### src/rtl/muldiv_pkg.sv
`default_nettype none
// ============================================================================
// Module   : muldiv_pkg
// Purpose  : Shared types and constants for the RISC-V M-extension
//            multiply/divide unit: FSM state encoding, funct_3 operation
//            codes and operand-signedness decode helpers.
// Revision : 1.0 - initial release
// ============================================================================
package muldiv_pkg;

    typedef enum logic [1:0] {
        S_IDLE = 2'd0,
        S_MUL  = 2'd1,
        S_DIV  = 2'd2,
        S_DONE = 2'd3
    } state_e;

    localparam logic [2:0] c_f3_mul    = 3'b000;
    localparam logic [2:0] c_f3_mulh   = 3'b001;
    localparam logic [2:0] c_f3_mulhsu = 3'b010;
    localparam logic [2:0] c_f3_mulhu  = 3'b011;
    localparam logic [2:0] c_f3_div    = 3'b100;
    localparam logic [2:0] c_f3_divu   = 3'b101;
    localparam logic [2:0] c_f3_rem    = 3'b110;
    localparam logic [2:0] c_f3_remu   = 3'b111;

    // rs1 is treated as two's complement for these operations
    function automatic logic f3_a_signed(input logic [2:0] f3);
        return (f3 == c_f3_mulh) || (f3 == c_f3_mulhsu) ||
               (f3 == c_f3_div)  || (f3 == c_f3_rem);
    endfunction

    // rs2 is treated as two's complement for these operations
    function automatic logic f3_b_signed(input logic [2:0] f3);
        return (f3 == c_f3_mulh) || (f3 == c_f3_div) || (f3 == c_f3_rem);
    endfunction

endpackage
`default_nettype wire

### src/rtl/muldiv_div_iter.sv
`default_nettype none
// ============================================================================
// Module   : muldiv_div_iter
// Purpose  : Iterative restoring divider, one quotient bit per clock.
//            Divides operand magnitudes over XLEN cycles, then applies the
//            quotient sign (sign(a) ^ sign(b)) and remainder sign (sign(a))
//            for signed operations.
// Ports    : clk, rst_n (sync, active-low)
//            i_start     - load operands and begin (one-cycle pulse)
//            i_signed    - operands are two's complement
//            i_dividend  - rs1
//            i_divisor   - rs2 (must be non-zero; zero is handled upstream)
//            o_done      - high from completion until the next i_start
//            o_quotient  - signed-corrected quotient
//            o_remainder - signed-corrected remainder
// Revision : 1.0 - initial release
// ============================================================================
module muldiv_div_iter
    import muldiv_pkg::*;
#(
    parameter int XLEN = 32
) (
    input  logic            clk,
    input  logic            rst_n,
    input  logic            i_start,
    input  logic            i_signed,
    input  logic [XLEN-1:0] i_dividend,
    input  logic [XLEN-1:0] i_divisor,
    output logic            o_done,
    output logic [XLEN-1:0] o_quotient,
    output logic [XLEN-1:0] o_remainder
);

    localparam int              c_cw   = $clog2(XLEN);
    localparam logic [c_cw-1:0] c_last = c_cw'(XLEN - 1);

    logic            r_active;
    logic            r_done;
    logic [c_cw-1:0] r_cnt;
    logic [XLEN-1:0] r_rem;
    logic [XLEN-1:0] r_quo;      // dividend bits shift out, quotient bits shift in
    logic [XLEN-1:0] r_divisor;
    logic            r_q_neg;
    logic            r_r_neg;

    logic            w_a_neg;
    logic            w_b_neg;
    logic [XLEN:0]   w_shift;
    logic            w_ge;
    logic [XLEN-1:0] w_diff;

    assign w_a_neg = i_signed & i_dividend[XLEN-1];
    assign w_b_neg = i_signed & i_divisor[XLEN-1];

    // Partial remainder after bringing down the next dividend bit
    assign w_shift = {r_rem, r_quo[XLEN-1]};
    assign w_ge    = (w_shift >= {1'b0, r_divisor});
    // Only used when w_ge, where the true difference is below the divisor
    assign w_diff  = w_shift[XLEN-1:0] - r_divisor;

    always_ff @(posedge clk) begin
        if (!rst_n) begin
            r_active  <= 1'b0;
            r_done    <= 1'b0;
            r_cnt     <= '0;
            r_rem     <= '0;
            r_quo     <= '0;
            r_divisor <= '0;
            r_q_neg   <= 1'b0;
            r_r_neg   <= 1'b0;
        end else if (i_start) begin
            r_active  <= 1'b1;
            r_done    <= 1'b0;
            r_cnt     <= '0;
            r_rem     <= '0;
            r_quo     <= w_a_neg ? -i_dividend : i_dividend;
            r_divisor <= w_b_neg ? -i_divisor  : i_divisor;
            r_q_neg   <= w_a_neg ^ w_b_neg;
            r_r_neg   <= w_a_neg;
        end else if (r_active) begin
            r_rem <= w_ge ? w_diff : w_shift[XLEN-1:0];
            r_quo <= {r_quo[XLEN-2:0], w_ge};
            r_cnt <= r_cnt + 1'b1;
            if (r_cnt == c_last) begin
                r_active <= 1'b0;
                r_done   <= 1'b1;
            end
        end
    end

    assign o_done      = r_done;
    assign o_quotient  = r_q_neg ? -r_quo : r_quo;
    assign o_remainder = r_r_neg ? -r_rem : r_rem;

endmodule
`default_nettype wire

### src/rtl/muldiv_unit.sv
`default_nettype none
// ============================================================================
// Module   : muldiv_unit
// Purpose  : RISC-V M-extension multiply/divide unit. Iterative shift-add
//            multiplier (XLEN cycles) and, when MULDIV_DIV_EN is defined, an
//            iterative restoring divider with a fast path for divide-by-zero
//            and signed overflow. Without MULDIV_DIV_EN, divide/remainder
//            requests complete with result 0 and no divider is built.
// Ports    : clk, rst_n (sync, active-low)
//            in_valid/in_ready   - request handshake (ready only in IDLE)
//            funct_3, op_a, op_b - operation and operands, captured on accept
//            out_valid/out_ready - result handshake
//            result              - operation result, held while in DONE
//            busy                - high in every state except IDLE
// Config   : MULDIV_DIV_EN - build the divider
// Revision : 1.0 - initial release
// ============================================================================
module muldiv_unit
    import muldiv_pkg::*;
#(
    parameter int XLEN = 32
) (
    input  logic            clk,
    input  logic            rst_n,
    input  logic            in_valid,
    output logic            in_ready,
    input  logic [2:0]      funct_3,
    input  logic [XLEN-1:0] op_a,
    input  logic [XLEN-1:0] op_b,
    output logic            out_valid,
    input  logic            out_ready,
    output logic [XLEN-1:0] result,
    output logic            busy
);

    localparam int              c_cw        = $clog2(XLEN + 1);
    localparam logic [c_cw-1:0] c_mul_steps = c_cw'(XLEN);

    state_e            r_state;
    logic              r_in_ready;
    logic              r_busy;
    logic              r_out_valid;
    logic [XLEN-1:0]   r_result;
    logic [2:0]        r_f3;
    logic [XLEN-1:0]   r_mcand;
    logic [2*XLEN-1:0] r_prod;     // {accumulator, remaining multiplier bits}
    logic [c_cw-1:0]   r_cnt;
    logic              r_neg;

    logic              w_accept;
    logic              w_a_neg;
    logic              w_b_neg;
    logic [XLEN-1:0]   w_mag_a;
    logic [XLEN-1:0]   w_mag_b;
    logic [XLEN-1:0]   w_addend;
    logic [XLEN:0]     w_sum;
    logic [2*XLEN-1:0] w_prod_fix;
    logic [XLEN-1:0]   w_mul_res;

    assign w_accept = (r_state == S_IDLE) && in_valid;
    assign w_a_neg  = f3_a_signed(funct_3) && op_a[XLEN-1];
    assign w_b_neg  = f3_b_signed(funct_3) && op_b[XLEN-1];
    assign w_mag_a  = w_a_neg ? -op_a : op_a;
    assign w_mag_b  = w_b_neg ? -op_b : op_b;

    // One shift-add step: add the multiplicand when the current multiplier
    // LSB is set, then shift the whole product right by one.
    assign w_addend   = r_prod[0] ? r_mcand : '0;
    assign w_sum      = {1'b0, r_prod[2*XLEN-1:XLEN]} + {1'b0, w_addend};
    assign w_prod_fix = r_neg ? -r_prod : r_prod;
    assign w_mul_res  = (r_f3 == c_f3_mul) ? w_prod_fix[XLEN-1:0]
                                           : w_prod_fix[2*XLEN-1:XLEN];

`ifdef MULDIV_DIV_EN
    localparam logic [XLEN-1:0] c_most_neg = {1'b1, {(XLEN-1){1'b0}}};

    logic            w_div_signed;
    logic            w_div_zero;
    logic            w_div_ovf;
    logic            w_div_fast;
    logic [XLEN-1:0] w_fast_res;
    logic            w_div_start;
    logic            w_div_done;
    logic [XLEN-1:0] w_div_quo;
    logic [XLEN-1:0] w_div_rem;

    // funct_3[1] selects remainder, funct_3[0] selects unsigned
    assign w_div_signed = ~funct_3[0];
    assign w_div_zero   = (op_b == '0);
    assign w_div_ovf    = w_div_signed && (op_a == c_most_neg) && (op_b == '1);
    assign w_div_fast   = w_div_zero || w_div_ovf;
    assign w_fast_res   = w_div_zero ? (funct_3[1] ? op_a : '1)
                                     : (funct_3[1] ? '0   : op_a);
    assign w_div_start  = w_accept && funct_3[2] && !w_div_fast;

    muldiv_div_iter #(
        .XLEN (XLEN)
    ) u_div_iter (
        .clk         (clk),
        .rst_n       (rst_n),
        .i_start     (w_div_start),
        .i_signed    (w_div_signed),
        .i_dividend  (op_a),
        .i_divisor   (op_b),
        .o_done      (w_div_done),
        .o_quotient  (w_div_quo),
        .o_remainder (w_div_rem)
    );
`endif

    always_ff @(posedge clk) begin
        if (!rst_n) begin
            r_state     <= S_IDLE;
            r_in_ready  <= 1'b1;
            r_busy      <= 1'b0;
            r_out_valid <= 1'b0;
            r_result    <= '0;
            r_f3        <= '0;
            r_mcand     <= '0;
            r_prod      <= '0;
            r_cnt       <= '0;
            r_neg       <= 1'b0;
        end else begin
            case (r_state)
                S_IDLE: begin
                    if (w_accept) begin
                        r_f3       <= funct_3;
                        r_in_ready <= 1'b0;
                        r_busy     <= 1'b1;
                        if (!funct_3[2]) begin
                            r_state <= S_MUL;
                            r_mcand <= w_mag_a;
                            r_prod  <= {{XLEN{1'b0}}, w_mag_b};
                            r_cnt   <= '0;
                            r_neg   <= w_a_neg ^ w_b_neg;
                        end else begin
`ifdef MULDIV_DIV_EN
                            if (w_div_fast) begin
                                // Result is ready now; out_valid follows
                                // on the first DONE cycle.
                                r_state  <= S_DONE;
                                r_result <= w_fast_res;
                            end else begin
                                r_state <= S_DIV;
                            end
`else
                            r_state  <= S_DONE;
                            r_result <= '0;
`endif
                        end
                    end
                end

                S_MUL: begin
                    if (r_cnt == c_mul_steps) begin
                        r_state     <= S_DONE;
                        r_out_valid <= 1'b1;
                        r_result    <= w_mul_res;
                    end else begin
                        r_prod <= {w_sum, r_prod[XLEN-1:1]};
                        r_cnt  <= r_cnt + 1'b1;
                    end
                end

                S_DIV: begin
`ifdef MULDIV_DIV_EN
                    if (w_div_done) begin
                        r_state     <= S_DONE;
                        r_out_valid <= 1'b1;
                        r_result    <= r_f3[1] ? w_div_rem : w_div_quo;
                    end
`else
                    // Unreachable without a divider; recover to IDLE
                    r_state    <= S_IDLE;
                    r_busy     <= 1'b0;
                    r_in_ready <= 1'b1;
`endif
                end

                S_DONE: begin
                    if (!r_out_valid) begin
                        r_out_valid <= 1'b1;
                    end else if (out_ready) begin
                        r_state     <= S_IDLE;
                        r_out_valid <= 1'b0;
                        r_busy      <= 1'b0;
                        r_in_ready  <= 1'b1;
                    end
                end

                default: begin
                    r_state    <= S_IDLE;
                    r_busy     <= 1'b0;
                    r_in_ready <= 1'b1;
                end
            endcase
        end
    end

    assign in_ready  = r_in_ready;
    assign busy      = r_busy;
    assign out_valid = r_out_valid;
    assign result    = r_result;

endmodule
`default_nettype wire

### config.mk
export PLATFORM = sky130hd
export DESIGN_NAME = muldiv_unit
export DESIGN_NICKNAME = d
export VERILOG_FILES = /design/src/rtl/muldiv_pkg.sv /design/src/rtl/muldiv_div_iter.sv /design/src/rtl/muldiv_unit.sv
export SDC_FILE = /design/constraint.sdc
export NUM_CORES = 1
export LEC_CHECK = 0
export CAP_MARGIN = 20
export CORE_ASPECT_RATIO = 0.8
export CORE_MARGIN = 2
export CORE_UTILIZATION = 45
export CTS_BUF_LIST = sky130_fd_sc_hd__clkbuf_8
export DETAILED_ROUTE_END_ITERATION = 12
export GPL_TIMING_DRIVEN = 1
export PLACE_DENSITY = 0.66
export SLEW_MARGIN = 30
export SYNTH_ARGS = -nofsm -noshare
export SYNTH_HDL_FRONTEND = slang
export SYNTH_SLANG_ARGS = --single-unit
### constraint.sdc
create_clock -name clk -period 3.8 [get_ports clk]
set_input_delay 0.76 -clock clk [delete_from_list [all_inputs] [get_ports clk]]
set_output_delay 0.76 -clock clk [all_outputs]
set_load 0.01 [all_outputs]
==> results of run 1 <==
## path summary, 6_finish.rpt
kind | from | endpoint | slack (ns) | cells past startpoint
setup / recovery | r_prod[0]$_SDFFE_PN0P_ | r_prod[63]$_SDFFE_PN0P_ | 0.61 | 13
hold / removal | result[9]$_SDFFE_PN0P_ | result[9]$_SDFFE_PN0P_ | 0.45 | 2
setup reg to reg | r_prod[0]$_SDFFE_PN0P_ | r_prod[63]$_SDFFE_PN0P_ | 0.61 | 13
hold reg to reg | result[9]$_SDFFE_PN0P_ | result[9]$_SDFFE_PN0P_ | 0.45 | 2
## layout make-up
| class | count | area, um2 | area share (%) |
|---|---|---|---|
| clock buffer | 18 | 248 | 2.11 |
| sequential | 143 | 2860 | 24.4 |
| multi-input combinational | 1026 | 6630 | 56.4 |
| timing repair buffer | 148 | 1390 | 11.8 |
| inverter | 21 | 78.8 | 0.671 |
| tap | 275 | 344 | 2.93 |
| clock inverter | 14 | 204 | 1.74 |
## sequential cells by signal (all words and copies together), names as in the netlist
signal and cells:
busy 1, in_ready 1, out_valid 1, r_state 2, r_cnt 6, r_f3 3
r_neg 1, result 32, r_mcand 32, r_prod 64
## cell usage in the layout, fill, tap and decap left out, types with 41 or more instances in the layout
master,count
sky130_fd_sc_hd__xnor2_1,74
sky130_fd_sc_hd__a21oi_1,91
sky130_fd_sc_hd__and2_1,41
sky130_fd_sc_hd__o21ai_0,92
sky130_fd_sc_hd__xor2_1,62
sky130_fd_sc_hd__buf_4,42
sky130_fd_sc_hd__clkdlybuf4s50_1,105
sky130_fd_sc_hd__dfxtp_1,142
sky130_fd_sc_hd__a22oi_1,44
sky130_fd_sc_hd__nor2_1,108
sky130_fd_sc_hd__nand2_1,111
## per-stage QoR
step	instances	util (%)	instance area [um2]	power (mW)	setup slack [ns]
2_1_floorplan	1274	-	9870	2.20	0.773
3_3_place_gp	1613	52.4	11300	2.50	0.304
5_1_grt	1645	54.5	11800	4.08	0.314
4_1_cts	1645	54.5	11800	3.90	0.648
6_report	1645	54.5	11800	3.89	0.613
3_5_place_dp	1613	52.4	11300	2.51	0.250
## kinds of logic (layout without fill, tap and decap cells)
| logic type | after synthesis | after routing | share of synthesized area [%] |
|---|---|---|---|
| xor gates and xnor gates | 136 | 136 | 12.1 |
| adders and majority gates | 38 | 38 | 4.89 |
| DFF | 143 | 143 | 29.0 |
| muxes | 10 | 10 | 1.01 |
| and+or+nand+nor | 436 | 436 | 22.2 |
| buffers and inverters | 105 | 201 | 4.00 |
| AOI/OAI and AO/OA | 406 | 406 | 26.8 |
## worst max-delay path, stage by stage, from the launching register on
cell	delay (ns)
sky130_fd_sc_hd__dfxtp_1	0.59
sky130_fd_sc_hd__and2_1	0.21
sky130_fd_sc_hd__ha_1	0.16
sky130_fd_sc_hd__inv_1	0.05
sky130_fd_sc_hd__fa_1	0.40
sky130_fd_sc_hd__nor2b_1	0.18
sky130_fd_sc_hd__o2111ai_1	0.20
sky130_fd_sc_hd__a21oi_1	0.30
sky130_fd_sc_hd__a2111oi_0	0.17
sky130_fd_sc_hd__nor2_1	0.19
sky130_fd_sc_hd__a21boi_0	0.12
sky130_fd_sc_hd__buf_4	0.16
sky130_fd_sc_hd__o31ai_1	0.25
sky130_fd_sc_hd__a22o_1	0.15
## per-layer routing
| layer | up-vias | track usage [%] | wire length [um] |
|---|---|---|---|
| met1 | 4644 | 42.3 | 15600 |
| met5 | - | 0 | 0 |
| li1 | 4851 | - | - |
| met4 | 0 | 6.03 | 461 |
| met2 | 365 | 36.1 | 12000 |
| met3 | 27 | 6.45 | 2690 |
## power by group
part | total [mW] | switching, mW | internal (mW)
clock network | 1.40 | 0.649 | 0.746
registers | 1.62 | 0.0693 | 1.55
logic | 0.872 | 0.524 | 0.348
==> results.md, run 1 <==
Setup path:
- The endpoint class of the critical path is a flip-flop.
- At the worst endpoint, the required time is ~4.2 ns.
- At the worst endpoint, the arrival time is 3.59 ns.
- The biggest fanout along the worst timing path is 16.
- The category of the critical setup timing path is reg2reg.
- The startpoint kind of the worst setup timing path is a flip-flop.

Drt:
- The number of routed nets with antenna violations is 0.
- Before antenna repair, the detailed router went through 6 iterations.
- After detailed routing, the number of vias per cell comes to between 6 and 7.
- The routed via count is roughly 9900.
- The final routed wire length divided by cell count is around 19 um.
- The final wirelength is around 30000 um.
- The total DRC errors in the routed layout is 0.
- The DRC marker count from the first detailed-route iteration is between 1000 and 1500.

Synthesis:
- The total nets after synthesis is ~1400.
- Sequential elements use between 20 and 30% of the synthesized area.
- The count of cell types in the netlist is 65.
- The post-synthesis instance area is between 0.009 and 0.01 mm2.
- The flip-flop and latch count after synthesis is 143.
- Averaged over all synthesized cells, the footprint is approximately 7.8 um2.
- During synthesis, Yosys emitted a total of 0 warnings.
- The most used flip-flop cell after synthesis is sky130_fd_sc_hd__dfxtp_1.
- The cell taking the most area after synthesis is sky130_fd_sc_hd__dfxtp_1.
- The async set or reset register ratio after synthesis is 0%.
- After synthesis, the most frequently instantiated cells are sky130_fd_sc_hd__dfxtp_1, sky130_fd_sc_hd__nand2_1, sky130_fd_sc_hd__nor2_1.
- The cell with the most instances after synthesis is sky130_fd_sc_hd__dfxtp_1.
- Summed over its instances, the top area cell type makes up between 20% and 30% of the synthesized netlist area.
- Synthesis produced between 1000 and 1500 cells.
- After synthesis, the cell types taking the most area are sky130_fd_sc_hd__dfxtp_1, sky130_fd_sc_hd__xnor2_1, sky130_fd_sc_hd__xor2_1.
- The number of enable flip-flop cells after synthesis is 0.

Timing:
- In the final timing run, aggregate negative setup slack is 0 ns.
- The final critical path takes up a little over four fifths of the cycle.
- Setup repair after global routing left no endpoint under its margin.
- After layout, the minimum clock period comes to between 3 and 4 ns.
- The final count of hold timing violations came to 0.
- The highest clock frequency the design can meet is roughly 0.31 GHz.
- The setup-violating endpoint count in the final report is 0.
- The relative slew slack is between 40% and 50%.
- The max-slew violation count is 0.
- The final clock skew is roughly 0.015 ns.
- Hold is met by 0.446 ns.
- At the pin with the least slew margin, the transition time is between 0.8 and 0.9 ns.

Floorplan:
- The starting density of the core is around 46%.
- The total die area is around 0.023 mm2.
- After floorplanning, the core was divided into 48 placement rows.
- The area of the core is roughly 0.022 mm2.
- The vertical die dimension is approximately 140 um.
- The overall die width is 170 um.
- The number of top-level pins is 106.

Worst hold path:
- The worst min-delay path class is reg2reg.

Final layout:
- The number of nets in the layout is roughly 1500.
- In the final layout, the share of cells above drive strength 1 is between 7 and 8%.
- The area growth from synthesis to layout is 19.0%.
- Fill cells in the final layout number 2085.
- The number of antenna diodes in the final layout is 0.

Clocking:
- The maximum root-to-sink buffer count is 2.
- The quantity of hold-fixing buffers added after cts is 0.
- The TritonCTS sink count is between 100 and 150.
- The number of CTS-inserted buffers is 17.
- The number of setup buffers added after CTS is 0.
- The clock tree from TritonCTS is yes.
- The clock transition at the registers of the reported paths is 0.08 ns.
- The root buffer cell is sky130_fd_sc_hd__clkbuf_8.
- The clock tree synthesis step divided the H-tree into 4 levels.
- The later pin in the worst-skew pair is clocked with a latency of approximately 0.46 ns.
- The count of cells resized by post-cts repair is 0.

Run:
- The number of max-cap violations is 0.

Placed design:
- The count of buffers inserted at the top-level ports is 105.
- Summed over all nets, the half-perimeter wirelength after detailed placement is 23800 um.
- The last weighted congestion value of the routability-driven placer is approximately 0.9.

GRT:
- The wire length of the first global-routing pass is roughly 48000 um.
- The pin count of the biggest net entering global routing is 74.
- In the global route stage, overall resource usage came out at about 27%.
- The sum of overflow across all layers after global routing is 0.
- The number of global-route vias before repair is approximately 8600.
- The number of antenna violations at the first check in global routing is 0.

Run status:
- The flow ran to the end, and the final reports show no timing, DRC or antenna violations.

Power and ir drop:
- The maximum resistive drop on vdd is about 0.00020 V.
- The static leakage is about 4.5 nW.
- Power spread over the standard cell area amounts to 331 mW/mm2.
No activity file was read; power rests on OpenSTA's default activity.
==> run 2, diff against run 1 <==
==> constraint.sdc (replaced) <==
create_clock -name clk -period 3 [get_ports clk]
set_input_delay 0.6 -clock clk [delete_from_list [all_inputs] [get_ports clk]]
set_output_delay 0.6 -clock clk [all_outputs]
set_load 0.01 [all_outputs]
==> results.md, run 2 (synthesized netlist as in run 1, its figures left out) <==
Setup path:
- The critical path's slowest cell is sky130_fd_sc_hd__dfxtp_4 (was sky130_fd_sc_hd__dfxtp_1).
- The largest delay contributor family on the critical path is compound AO/OA/AOI/OAI gates (unchanged).
- The biggest fanout along the worst timing path is 5 (was 16).
- The endpoint class of the critical path is a flip-flop (unchanged).
- Cell-by-cell trace of the critical path: and2_4, ha_4, inv_2, fa_2, nor2b_2, o2111ai_2, buf_4, a21o_1, o211ai_1, a31oi_2, buf_4, xor2_1, o21ai_1, and2_1 (was and2_1, ha_1, inv_1, fa_1, nor2b_1, o2111ai_1, a21oi_1, a2111oi_0, nor2_1, a21boi_0, buf_4, o31ai_1, a22o_1).
- The launching point of the worst reg2reg path is r_prod[0]$_SDFFE_PN0P_ (unchanged).
- The startpoint kind of the worst setup timing path is a flip-flop (unchanged).
- The cell that appears most often on the critical path is sky130_fd_sc_hd__buf_4.
- The number of buffers and inverters on the critical path was 3 (was 2).
- The worst-case reg-to-reg path depth came to 14 (was 13).
- The data arrival at the endpoint of the critical path came to 3.28 ns (was 3.59 ns).
- The end of the worst register-to-register path is r_prod[49]$_SDFFE_PN0P_ (was r_prod[63]$_SDFFE_PN0P_).
- The category of the critical setup timing path is reg2reg (unchanged).
- The required time reported for the critical path endpoint was 3.35 ns (was 4.20 ns).
- The worst setup slack for register-to-register paths is 0.06 ns (was 0.61 ns).
- The longest individual stage delay on the worst path is 0.38 ns (was 0.59 ns).

Final layout:
- The final core utilization is 58.7% (was 54.5%).
- The register with the most flip-flops is r_prod (unchanged).
- The final non-filler cell total is 1751 (was 1645).
- The leading cell type in the layout, fill and taps excluded was sky130_fd_sc_hd__buf_4 (was sky130_fd_sc_hd__dfxtp_1).
- The number of nets in the layout is 1573 (was 1466).
- The flip-flop count of the largest register after layout is 64 (unchanged).
- Top library cells by usage in the layout, fill and taps aside: sky130_fd_sc_hd__buf_4, sky130_fd_sc_hd__dfxtp_1, sky130_fd_sc_hd__nand2_1, sky130_fd_sc_hd__nor2_1, sky130_fd_sc_hd__clkdlybuf4s50_1 (was sky130_fd_sc_hd__dfxtp_1, sky130_fd_sc_hd__nand2_1, sky130_fd_sc_hd__nor2_1, sky130_fd_sc_hd__clkdlybuf4s50_1, sky130_fd_sc_hd__o21ai_0).
- The share of layout cells above drive strength 1 came to 15.7% (was 7.23%).
- The area growth from synthesis to layout is 28.2% (was 19.0%).
- The count of antenna diodes in the layout came to 0 (unchanged).
- The fill cell total of the finished layout is 1981 (was 2085).
- The multi-input gate area in the final layout came to 0.00678 mm2 (was 0.00663 mm2).
- The sequential cell area in the final layout is 0.00287 mm2 (was 0.00286 mm2).

GRT:
- The wire length of the first global-routing pass is 49500 um (was 48400 um).
- The global router's overall resource usage came to 27.4% (was 26.9%).
- The number of antenna violations at the first check in global routing was 0 (unchanged).
- The sum of overflow across all layers after global routing was 0 (unchanged).
- The pin count of the biggest net entering global routing is 59 (was 74).
- The number of global-route vias before repair came to 8866 (was 8587).

Worst hold path:
- The hold-critical path endpoint is result[3]$_SDFFE_PN0P_ (was result[9]$_SDFFE_PN0P_).
- The depth of the worst hold-timing path is 2 (unchanged).
- The startpoint of the most critical hold path was result[3]$_SDFFE_PN0P_ (was result[9]$_SDFFE_PN0P_).
- The worst min-delay path class is reg2reg (unchanged).

Clocking:
- The maximum root-to-sink buffer count came to 2 (unchanged).
- The clock tree from TritonCTS is yes (unchanged).
- The number of CTS-inserted buffers came to 17 (unchanged).
- The root buffer cell was sky130_fd_sc_hd__clkbuf_8 (unchanged).
- The quantity of hold-fixing buffers added after cts is 0 (unchanged).
- The TritonCTS sink count is 143 (unchanged).
- The clock insertion delay at the later pin of the skew report is 0.46 ns (about the same).
- The clock transition at the registers of the reported paths is 0.08 ns (about the same).
- The number of H-tree branching levels is 4 (unchanged).

Drt:
- The DRC marker count from the first detailed-route iteration is 1258 (was 1185).
- The number of routed nets with antenna violations was 0 (unchanged).
- The final routed wire length divided by cell count is 18.2 um (was 18.7 um).
- The total DRC errors in the routed layout is 0 (unchanged).
- The detailed-route vias per instance is 5.82 (was 6.01).
- The length of the first detailed-routing pass in iterations is 6 (unchanged).
- The routed via count is 10200 (was 9887).
- The final wirelength is 31800 um (was 30800 um).

Power and ir drop:
- The power per unit of standard cell area came to 376 mW/mm2 (was 331 mW/mm2).
- The overall power is 4.75 mW (was 3.89 mW).
- The maximum resistive drop on vdd is 0.000253 V (was 0.000203 V).
- The static leakage came to 4.97 nW (was 4.47 nW).

Run status:
- Result of the run: finished clean (unchanged).

Floorplan:
- The total die area is 0.0232 mm2 (unchanged).
- The number of top-level pins is 106 (unchanged).
- The vertical die dimension is 136 um (unchanged).
- The overall die width is 170 um (unchanged).
- The area of the core is 0.0216 mm2 (unchanged).
- The starting density of the core was 45.8% (unchanged).
- The site row count is 48 (unchanged).

Placed design:
- The last weighted congestion value of the routability-driven placer is 0.960 (was 0.897).
- The pre-CTS worst setup slack is -0.377 ns (was 0.250 ns).
- The post-DP HPWL was 25300 um (was 23800 um).
- The cell total after placement is 1717 (was 1613).
- The count of buffers inserted at the top-level ports is 105 (unchanged).

Timing:
- The worst setup margin was 0.0624 ns (was 0.613 ns).
- The final count of hold timing violations is 0 (unchanged).
- The max-slew violation count is 0 (unchanged).
- The relative slew slack came to 47.6% (was 46.2%).
- The setup-violating endpoint count in the final report is 0 (unchanged).
- The highest clock frequency the design can meet is 0.340 GHz (was 0.314 GHz).
- The clock period minus final worst setup slack was 2.94 ns (was 3.19 ns).
- Setup repair after global routing missed its margin: yes (was no).
- The final hold slack is 0.438 ns (was 0.446 ns).
- The fraction of the cycle the final worst path needs came to 97.9% (was 83.9%).
- The actual slew at the worst max-slew pin is 0.785 ns (was 0.804 ns).
- The final clock skew is 0.0228 ns (was 0.0148 ns).

Run:
- The number of max-cap violations is 0 (unchanged).
==> run 2: cell types whose count changed in the layout (fill, tap and decap cells not counted), moves of 4 or more <==
cell	previous run	this run
sky130_fd_sc_hd__buf_4	42	146
sky130_fd_sc_hd__a21oi_1	91	85
sky130_fd_sc_hd__a21oi_2	0	5
sky130_fd_sc_hd__o21ai_0	92	88
sky130_fd_sc_hd__o21ai_1	3	7
==> run 2: how the worst max path moves through the flow <==
| stage | end | slack [ns] | cells after the start | startpoint |
|---|---|---|---|---|
| 2_1_floorplan | r_prod[60]$_SDFFE_PN0P_ | 0.04 | 13 | r_prod[0]$_SDFFE_PN0P_ |
| 3_3_place_gp | r_prod[29]$_SDFFE_PN0P_ | -0.26 | 9 | op_b[9] |
| 3_5_place_dp | r_prod[29]$_SDFFE_PN0P_ | -0.38 | 9 | op_b[9] |
| 4_1_cts | r_prod[60]$_SDFFE_PN0P_ | 0.0004 | 12 | r_prod[0]$_SDFFE_PN0P_ |
| 5_1_grt | r_prod[61]$_SDFFE_PN0P_ | -0.03 | 13 | r_prod[0]$_SDFFE_PN0P_ |
| 6_report | r_prod[49]$_SDFFE_PN0P_ | 0.06 | 14 | r_prod[0]$_SDFFE_PN0P_ |
==> run 2: tightest hold or removal path, cell delays in order (launching register included) <==
cell and delay [ns]:
sky130_fd_sc_hd__dfxtp_1 0.32, sky130_fd_sc_hd__nand2_1 0.05, sky130_fd_sc_hd__nand2_1 0.04
==> run 2: timing repair <==
item | 4_1_cts | 5_1_grt
setup buffers | 0 | 3
gates resized for setup | 4 | 33
endpoints found under the setup margin | 7 | 20
pin swaps | 2 | 10
hold endpoints to repair | 0 | 0
gates cloned | 0 | 0
==> run 2: through the flow <==
step,TNS [ns],cell area [um2]
after floorplan,0,9880
after global routing,-0.0660,12700
after detailed placement,-4.81,12100
after global placement,-2.98,12100
after CTS,0,12500
final,0,12700
==> run 2: metal layers <==
| layer | GRT usage, % | vias to the layer above | part of all wire [%] |
|---|---|---|---|
| met1 | 44.0 | 4718 | 50 |
| li1 | - | 5038 | - |
| met4 | 6.36 | 0 | 1.6 |
| met2 | 36.8 | 406 | 39 |
| met5 | 0 | - | 0 |
| met3 | 5.23 | 27 | 9.3 |
==> run 2: area by class of cell <==
type	count	area share [%]
inverter	21	0.623
timing repair buffer	255	17.6
sequential	143	22.6
multi-input combinational	1026	53.5
clock inverter	13	0.910
clock buffer	18	1.96
tap	275	2.72
==> run 2: power breakdown <==
part	switching, mW	internal [mW]	total, mW	leakage, nW
Sequential	0.0665	1.97	2.03	1.16
Clock	0.786	0.674	1.46	0.183
Combinational	0.713	0.549	1.26	3.63
==> run 3, diff against run 2 <==
==> constraint.sdc (replaced) <==
create_clock -name clk -period 3.1 [get_ports clk]
set_input_delay 0.62 -clock clk [delete_from_list [all_inputs] [get_ports clk]]
set_output_delay 0.62 -clock clk [all_outputs]
set_load 0.01 [all_outputs]
==> results.md, run 3 (synthesized netlist as in run 1, its figures left out) <==
Run status:
- Result of the run: finished clean (unchanged).

Setup path:
- The endpoint class of the critical path is a flip-flop (unchanged).
- The startpoint kind of the worst setup timing path is a flip-flop (unchanged).
- The data arrival at the endpoint of the critical path is 3.40 ns (was 3.28 ns).
- The category of the critical setup timing path was reg2reg (unchanged).
- The biggest fanout along the worst timing path came to 5 (unchanged).
- The required time reported for the critical path endpoint was 3.50 ns (was 3.35 ns).

Final layout:
- The number of nets in the layout is 1547 (was 1573).
- The flip-flop count of the largest register after layout is 64 (unchanged).
- Top library cells by usage in the layout, fill and taps aside: sky130_fd_sc_hd__dfxtp_1, sky130_fd_sc_hd__buf_4, sky130_fd_sc_hd__nand2_1, sky130_fd_sc_hd__nor2_1, sky130_fd_sc_hd__clkdlybuf4s50_1 (was sky130_fd_sc_hd__buf_4, sky130_fd_sc_hd__dfxtp_1, sky130_fd_sc_hd__nand2_1, sky130_fd_sc_hd__nor2_1, sky130_fd_sc_hd__clkdlybuf4s50_1).
- The share of layout cells above drive strength 1 is 12.8% (was 15.7%).
- The area growth from synthesis to layout is 25.1% (was 28.2%).
- The register with the most flip-flops is r_prod (unchanged).
- The count of antenna diodes in the layout was 0 (unchanged).
- The leading cell type in the layout, fill and taps excluded is sky130_fd_sc_hd__dfxtp_1 (was sky130_fd_sc_hd__buf_4).

Timing:
- The actual slew at the worst max-slew pin was 0.610 ns (was 0.785 ns).
- The worst setup margin is 0.0959 ns (was 0.0624 ns).
- The clock period minus final worst setup slack is 3.00 ns (was 2.94 ns).
- The fraction of the cycle the final worst path needs is 96.9% (was 97.9%).
- The highest clock frequency the design can meet is 0.333 GHz (was 0.340 GHz).
- Setup repair after global routing missed its margin: yes (unchanged).
- The max-slew violation count came to 0 (unchanged).
- The final count of hold timing violations came to 0 (unchanged).
- The final clock skew is 0.0203 ns (was 0.0228 ns).
- The setup-violating endpoint count in the final report is 0 (unchanged).
- The final total negative setup slack is 0 ns (unchanged).
- The relative slew slack is 59.3% (was 47.6%).

Run:
- The number of max-cap violations is 0 (unchanged).

Floorplan:
- The vertical die dimension is 136 um (unchanged).
- The starting density of the core was 45.8% (unchanged).
- The number of top-level pins is 106 (unchanged).
- The site row count is 48 (unchanged).
- The area of the core came to 0.0216 mm2 (unchanged).
- The total die area came to 0.0232 mm2 (unchanged).
- The overall die width was 170 um (unchanged).

GRT:
- The number of global-route vias before repair came to 9032 (was 8866).
- The number of antenna violations at the first check in global routing is 0 (unchanged).
- The global router's overall resource usage was 27.5% (was 27.4%).
- The sum of overflow across all layers after global routing is 0 (unchanged).
- The wire length of the first global-routing pass came to 49600 um (was 49500 um).
- The pin count of the biggest net entering global routing is 70 (was 59).

Clocking:
- The number of setup buffers added after CTS is 0 (unchanged).
- The number of H-tree branching levels is 4 (unchanged).
- The TritonCTS sink count was 143 (unchanged).
- The number of CTS-inserted buffers was 17 (unchanged).
- The maximum root-to-sink buffer count is 2 (unchanged).
- The clock tree from TritonCTS was yes (unchanged).
- The clock transition at the registers of the reported paths is 0.09 ns (was 0.08 ns).
- The clock insertion delay at the later pin of the skew report was 0.47 ns (was 0.46 ns).
- The root buffer cell was sky130_fd_sc_hd__clkbuf_8 (unchanged).

Drt:
- The DRC marker count from the first detailed-route iteration is 829 (was 1258).
- The detailed-route vias per instance was 5.82 (about the same).
- The final wirelength is 31700 um (was 31800 um).
- The number of routed nets with antenna violations was 0 (unchanged).
- The length of the first detailed-routing pass in iterations is 8 (was 6).
- The final routed wire length divided by cell count is 18.3 um (was 18.2 um).
- The total DRC errors in the routed layout came to 0 (unchanged).
- The routed via count was 10000 (was 10200).

Placed design:
- The post-DP HPWL is 24900 um (was 25300 um).
- The last weighted congestion value of the routability-driven placer was 0.934 (was 0.960).
- The pre-CTS worst setup slack is -0.169 ns (was -0.377 ns).
- The count of buffers inserted at the top-level ports is 105 (unchanged).

Power and ir drop:
- The maximum resistive drop on vdd is 0.000274 V (was 0.000253 V).
- The power per unit of standard cell area was 378 mW/mm2 (was 376 mW/mm2).
- The static leakage is 4.87 nW (was 4.97 nW).

Worst hold path:
- The worst min-delay path class is reg2reg (unchanged).
## run 3: cell types whose count changed in the layout (fill, tap and decap cells not counted), sizes merged
cell / change
buf: -26
inv: +4
clkinv: -1
clkinvlp: -2
## run 3: final timing paths
path	from	endpoint	slack (ns)	depth (start not counted)
setup / recovery	r_prod[0]$_SDFFE_PN0P_	r_prod[63]$_SDFFE_PN0P_	0.1	13
setup reg to reg	r_prod[0]$_SDFFE_PN0P_	r_prod[63]$_SDFFE_PN0P_	0.1	13
hold reg to reg	result[9]$_SDFFE_PN0P_	result[9]$_SDFFE_PN0P_	0.44	2
hold / removal	result[9]$_SDFFE_PN0P_	result[9]$_SDFFE_PN0P_	0.44	2
## run 3: power breakdown
group / internal [mW] / switching (mW)
Combinational: 0.499 / 0.685
Clock: 0.684 / 0.838
Sequential: 1.90 / 0.0629
Total: 3.09 / 1.59
## run 3: per-layer routing
metal  track usage (%)  wire length [um]  part of all wire (%)
met1              43.1             16300                    51
met2              37.6             12400                    39
met3              5.23              2380                   7.5
met4              7.45               597                   1.9
met5                 0                 0                     0
## run 3: worst max-delay path: stages, from the launching register on
cell                        delay, ns
sky130_fd_sc_hd__dfxtp_1         0.41
sky130_fd_sc_hd__and2_1          0.17
sky130_fd_sc_hd__ha_1            0.16
sky130_fd_sc_hd__inv_1           0.06
sky130_fd_sc_hd__fa_1            0.39
sky130_fd_sc_hd__nor2b_1         0.17
sky130_fd_sc_hd__o2111ai_1       0.16
sky130_fd_sc_hd__a21oi_1         0.37
sky130_fd_sc_hd__a2111oi_2       0.13
sky130_fd_sc_hd__nor2_1          0.21
sky130_fd_sc_hd__a21boi_0        0.15
sky130_fd_sc_hd__buf_4           0.17
sky130_fd_sc_hd__o31ai_1         0.24
sky130_fd_sc_hd__a22o_1          0.15
## run 3: repair_timing
action,in CTS,in global routing
gates resized for setup,0,7
hold buffers,0,0
setup endpoints to repair,0,12
## run 3: per-stage QoR
step	cells	utilization [%]	total power [mW]	hold WS (ns)	area (um2)
6_report	1726	57.3	4.67	0.437	12400
5_1_grt	1726	57.3	4.89	0.451	12400
4_1_cts	1726	57.2	4.67	0.441	12300
3_5_place_dp	1694	55.3	3.17	0.429	11900
3_3_place_gp	1694	55.3	3.16	0.426	11900
2_1_floorplan	1274	-	2.69	0.417	9870
## run 3: final cells by class
class                      count  area [um2]
fill                        2002        9210
multi-input combinational   1026        6660
sequential                   143        2860
timing repair buffer         229        2020
tap                          275         344
clock buffer                  18         248
clock inverter                14         144
inverter                      21        78.8
